[src/rtl/fetch_stage_pkg.sv]
// Shared fetch-stage defaults: datapath width, reset PC, bubble encoding.
// Also provides a saturating increment for the optional perf counters.
package fetch_stage_pkg;

   localparam int          DEF_XLEN      = 32;
   localparam int          REG_W         = 5;
   localparam logic [31:0] DEF_RESET_PC  = 32'h0000_0000;
   localparam logic [31:0] DEF_NOP_INSTR = 32'h0000_0013;

   function automatic logic [31:0] sat_inc(input logic [31:0] v);
      return (v == 32'hFFFF_FFFF) ? v : v + 32'd1;
   endfunction

endpackage

[src/rtl/if_id_reg.sv]
// Flush/stall-aware pipeline register; flush loads the bubble value.
// Flush beats stall so a squashed instruction never lingers.
module if_id_reg #(
   parameter int             W      = 32,
   parameter logic [W-1:0]   BUBBLE = '0
) (
   input  logic         clk,
   input  logic         rst_n,
   input  logic         flush,
   input  logic         stall,
   input  logic [W-1:0] d,
   output logic [W-1:0] q
);

   // bubble on reset/flush, hold on stall, else capture
   always_ff @(posedge clk or negedge rst_n) begin
      if (!rst_n)
         q <= BUBBLE;
      else if (flush)
         q <= BUBBLE;
      else if (!stall)
         q <= d;
   end

endmodule

[src/rtl/fetch_stage.sv]
// RV32I instruction fetch: PC register, next-PC select, IF/ID register.
// Optional perf counters enabled by defining FETCH_PERF_CNT_EN.
module fetch_stage
   import fetch_stage_pkg::*;
#(
   parameter int               XLEN      = DEF_XLEN,
   parameter logic [XLEN-1:0]  RESET_PC  = XLEN'(DEF_RESET_PC),
   parameter logic [31:0]      NOP_INSTR = DEF_NOP_INSTR
) (
   input  logic              clk,
   input  logic              rst_n,
   input  logic              StallF,
   input  logic              StallD,
   input  logic              FlushD,
   input  logic              PCSrcE,
   input  logic [XLEN-1:0]   PCTargetE,
   input  logic [31:0]       InstrF,
   output logic [XLEN-1:0]   PCF,
   output logic [31:0]       InstrD,
   output logic [XLEN-1:0]   PCD,
   output logic [XLEN-1:0]   PCPlus4D,
   output logic              ValidD,
   output logic [REG_W-1:0]  Rs1D,
   output logic [REG_W-1:0]  Rs2D
`ifdef FETCH_PERF_CNT_EN
   ,output logic [31:0]      StallCntF
   ,output logic [31:0]      FlushCntD
`endif
);

   localparam int W = 1 + 2 * XLEN + 32;
   localparam logic [W-1:0] BUBBLE =
      {1'b0, {XLEN{1'b0}}, {XLEN{1'b0}}, NOP_INSTR};

   logic [XLEN-1:0] pc_plus4;
   logic [XLEN-1:0] pc_next;
   logic [W-1:0]    if_id_d;
   logic [W-1:0]    if_id_q;

   assign pc_plus4 = PCF + XLEN'(4);

   // redirect beats stall so a resolved branch is never lost
   always_comb begin
      pc_next = pc_plus4;
      if (PCSrcE)
         pc_next = {PCTargetE[XLEN-1:2], 2'b00};
      else if (StallF)
         pc_next = PCF;
   end

   // program counter
   always_ff @(posedge clk or negedge rst_n) begin
      if (!rst_n)
         PCF <= RESET_PC;
      else
         PCF <= pc_next;
   end

   assign if_id_d = {1'b1, pc_plus4, PCF, InstrF};

   if_id_reg #(
      .W      (W),
      .BUBBLE (BUBBLE)
   ) u_if_id (
      .clk   (clk),
      .rst_n (rst_n),
      .flush (FlushD),
      .stall (StallD),
      .d     (if_id_d),
      .q     (if_id_q)
   );

   assign {ValidD, PCPlus4D, PCD, InstrD} = if_id_q;
   assign Rs1D = InstrD[19:15];
   assign Rs2D = InstrD[24:20];

`ifdef FETCH_PERF_CNT_EN
   // saturating counts of real fetch stalls and decode flushes
   always_ff @(posedge clk or negedge rst_n) begin
      if (!rst_n) begin
         StallCntF <= '0;
         FlushCntD <= '0;
      end else begin
         if (StallF && !PCSrcE)
            StallCntF <= sat_inc(StallCntF);
         if (FlushD)
            FlushCntD <= sat_inc(FlushCntD);
      end
   end
`endif

endmodule

[config.mk]
export PLATFORM = sky130hd
export DESIGN_NAME = fetch_stage
export DESIGN_NICKNAME = d
export VERILOG_FILES = /design/src/rtl/fetch_stage_pkg.sv /design/src/rtl/if_id_reg.sv /design/src/rtl/fetch_stage.sv
export SDC_FILE = /design/constraint.sdc
export NUM_CORES = 1
export LEC_CHECK = 0
export ABC_AREA = 1
export BUFFER_PORTS_ARGS = -buffer_cell sky130_fd_sc_hd__buf_2
export CAP_MARGIN = 20
export CORE_MARGIN = 2
export CORE_UTILIZATION = 45
export DETAILED_ROUTE_END_ITERATION = 12
export PLACE_DENSITY = 0.82
export SETUP_SLACK_MARGIN = 0.4
export SLEW_MARGIN = 20
export SYNTH_ARGS = -nofsm -noshare
export SYNTH_HDL_FRONTEND = slang
export SYNTH_SLANG_ARGS = --single-unit
[constraint.sdc]
create_clock -name clk -period 1.4 [get_ports clk]
set_input_delay 0.21 -clock clk [delete_from_list [all_inputs] [get_ports clk]]
set_output_delay 0.21 -clock clk [all_outputs]
set_load 0.02 [all_outputs]
==> results by group <==
Outcome
  – Run status: complete, but fails checks
  – Violated checks: negative setup slack

Drt
  – Met3 WL post-DR: 2150 um
  – Highest metal used: met4
  – Met1 Routed Length: 8280 um
  – Met2 WL: 11800 um
  – Drt via density: 5.39
  – Total iterations of the first detailed-routing run: 5
  – Via count: 6367
  – Routed len/inst: 19.9 um
  – DRT antenna net count: 0
  – Routed WL: 23600 um
  – Drt drc: 0
  – Initial drt markers: 635

Setup path
  – Max incr delay on CP: 0.44 ns
  – Setup crit end kind: flop
  – CP bufs+invs: 2
  – Worst path cell trace: ha_4 -> buf_4 -> nand3_4 -> nor2_4 -> buf_6 -> xor2_4 -> o211ai_1
  – Data arrival, critical path: 1.92 ns
  – Flop2flop setup slack: -0.23 ns
  – Delay-heaviest family, CP: flip-flops
  – Worst Reg-to-Reg Cells: 7
  – Slowest CP cell: dfrtp_2
  – Startpoint Class: flop
  – R2r startpoint: PCF[3]
  – Critical Path RT: 1.69 ns
  – WS Path Type: reg -> reg
  – Reg2Reg Capture Point: PCF[8]
  – CP max FO: 3

STA
  – Final hold violations: 0
  – F_max: 612 MHz
  – Tcrit/Tclk final: 117%
  – Min cycle time layout: 1.63 ns
  – Slew Viols, Final: 0
  – Skew final: 0.0108 ns
  – RSZ-0062 raised after global routing: true
  – Final WS setup: -0.233 ns
  – # setup viols final: 53
  – Sum of negative setup slack: -4.21 ns

Job
  – MaxCap Viol Count: 0

Die
  – Initial Util: 45.6%
  – DIE AREA: 13600 um2
  – # IOs: 209
  – Core region area: 12500 um2
  – DIE HEIGHT: 117 um
  – Chip width: 117 um
  – Rows: 41

GRT
  – Antenna violations before repair: 2
  – Number of global-route vias before repair: 6273
  – Remaining Overflow, GRT: 0
  – First-pass GRT wire length: 31800 um
  – Total GRT Usage: 31.2%
  – Largest net degree at the start of global routing: 49

Pwr
  – Combinational Power Share: 23.5%
  – Clock power frac: 41.1%
  – Cell leakage power: 5.08 nW
  – Maximum vdd drop: 953 uV
  – Sequential cell fraction of total power: 35.5%
  – Sw Share: 28.8%
  – Overall Power: 11.7 mW
  – Sw power: 3.37 mW
  – Power density cells: 1170 nW/um2
  – P_int: 8.33 mW

Clocking
  – CTS tree: done
  – Clock sinks: 124
  – Clk slew on worst S/H paths: 0.06 ns
  – Clock Root Buffer: clkbuf_16
  – CTS Buf Count: 17
  – CTS HTree Levels: 4
  – Clock Path Buffers: 2
  – Worst-Skew Late Latency: 0.43 ns

Placement
  – Placed cell count: 1049
  – Dpl cell area: 7250 um2
  – RD Place Congestion: 0.902
  – IO Port Bufs: 204
  – DP HPWL: 12200 um

Finish
  – Nets: 1066
  – Commonest non-fill, non-tap cells in the layout: nand2_1, buf_6, buf_4
  – Most common cell after layout, fill and taps aside: nand2_1
  – Fin area: 9980 um2
  – Layout Utilization: 79.7%
  – Final Non-Filler Cells: 1182
  – Layout cells sized above 1: 49.1%
  – Area grow syn2layout: 74.6%

Synthesis
  – Distinct cells, synth: 29
  – Post-Syn Area: 5710 um2
  – Post-synthesis sequential area ratio: 54.4%
  – Synth Warn #: 0
  – Fraction of registers with async set or reset after synthesis: 100%
  – Top-area cell type share of the netlist area: 53.0%
  – Synthesis-stage register bit count: 124
  – EDFF count, synth: 0
  – Top FF cell, synth: dfrtp_1
  – Main area contributors after synthesis: dfrtp_1, nand2_1, o21ai_0
  – Syn Inst Count: 664
  – Leading area contributor after synthesis: dfrtp_1
  – Avg Inst Size Synth: 8.60 um2

Hold path
  – Hold WC Path Type: in -> reg
  – Hold Startpoint: InstrF[17]
  – Hold EP: u_if_id.q[17]
  – Hold path cells: 2
[what timing repair did]
action	in CTS	in global routing
endpoints found under the hold margin	121	0
hold buffers	1	0
setup endpoints to repair	193	205
buffers inserted	55	43
pin swaps	22	42
gates resized for setup	324	74
[state kept, by name, indices dropped and copies added, names as in the netlist]
signal     flops
u_if_id.q     94
PCF           30
[power groups by stage]
stage	Clock (mW)	Combinational [mW]	Sequential [mW]
final	4.81	2.75	4.15
after global placement	0	1.72	4.11
after floorplan	0	0.597	4.46
after detailed placement	0	1.76	4.12
after global routing	4.97	2.90	4.17
after CTS	4.77	2.40	4.12
[how the worst max path moves through the flow]
stage,startpoint,endpoint,depth (start not counted)
2_1_floorplan,PCF[3],u_if_id.q[86],8
3_5_place_dp,PCF[3],u_if_id.q[86],8
3_3_place_gp,PCF[2],PCF[16],8
6_report,PCF[3],PCF[8],7
4_1_cts,PCF[3],u_if_id.q[87],10
5_1_grt,PCF[3],PCF[20],9
[worst reg2reg max path, stage by stage, from the launching register on]
cell and delay, ns:
dfrtp_2 0.44, ha_4 0.18, buf_4 0.15, nand3_4 0.10
nor2_4 0.06, buf_6 0.13, xor2_4 0.15, o211ai_1 0.30
[area by class of cell]
| cell class | count | area (um2) |
|---|---|---|
| well taps | 172 | 215 |
| fillers | 720 | 2540 |
| multi-input cells | 436 | 2530 |
| clock buffers | 21 | 480 |
| inverters | 64 | 245 |
| repair buffers | 352 | 3200 |
| diodes | 2 | 5.00 |
| clock inverters | 11 | 164 |
| flip-flops and latches | 124 | 3130 |
[Yosys cell counts, drive strengths merged, types with 3 or more instances]
cell,number
nand2,239
dfrtp,121
inv,63
o21ai,63
nor2,44
a22o,31
nand3,25
buf,22
clkbuf,19
xor2,14
o211ai,4
o21bai,4
dfstp,3
o22a,3
[kinds of logic (layout without fill, tap and decap cells)]
| logic type | after synthesis | in the layout | share of synthesized area, % |
|---|---|---|---|
| XOR/XNOR | 15 | 15 | 2.56 |
| adder cells (fa/ha/maj) | 1 | 1 | 0.219 |
| other | 1 | 4 | 0.0656 |
| AO/OA/AOI/OAI | 107 | 107 | 12.1 |
| buffers and inverters | 105 | 448 | 8.06 |
| flip-flops | 124 | 124 | 54.4 |
| AND/OR/NAND/NOR | 311 | 311 | 22.6 |
[through the flow]
step | setup slack, ns | hold slack (ns)
floorplan | 0.0311 | -0.0856
finish | -0.233 | 0.0214
detailed placement | -0.0665 | 0.243
CTS | -0.0654 | 0.0101
global placement | -0.0392 | 0.243
global route | -0.222 | 0.0229
[metal layers]
layer  up-vias  track usage, %
met5         -               0
li1       2741               -
met1      3080            34.6
met4         0            18.0
met2       435            53.6
met3       111            8.93
(Power assumes the default switching activity.)
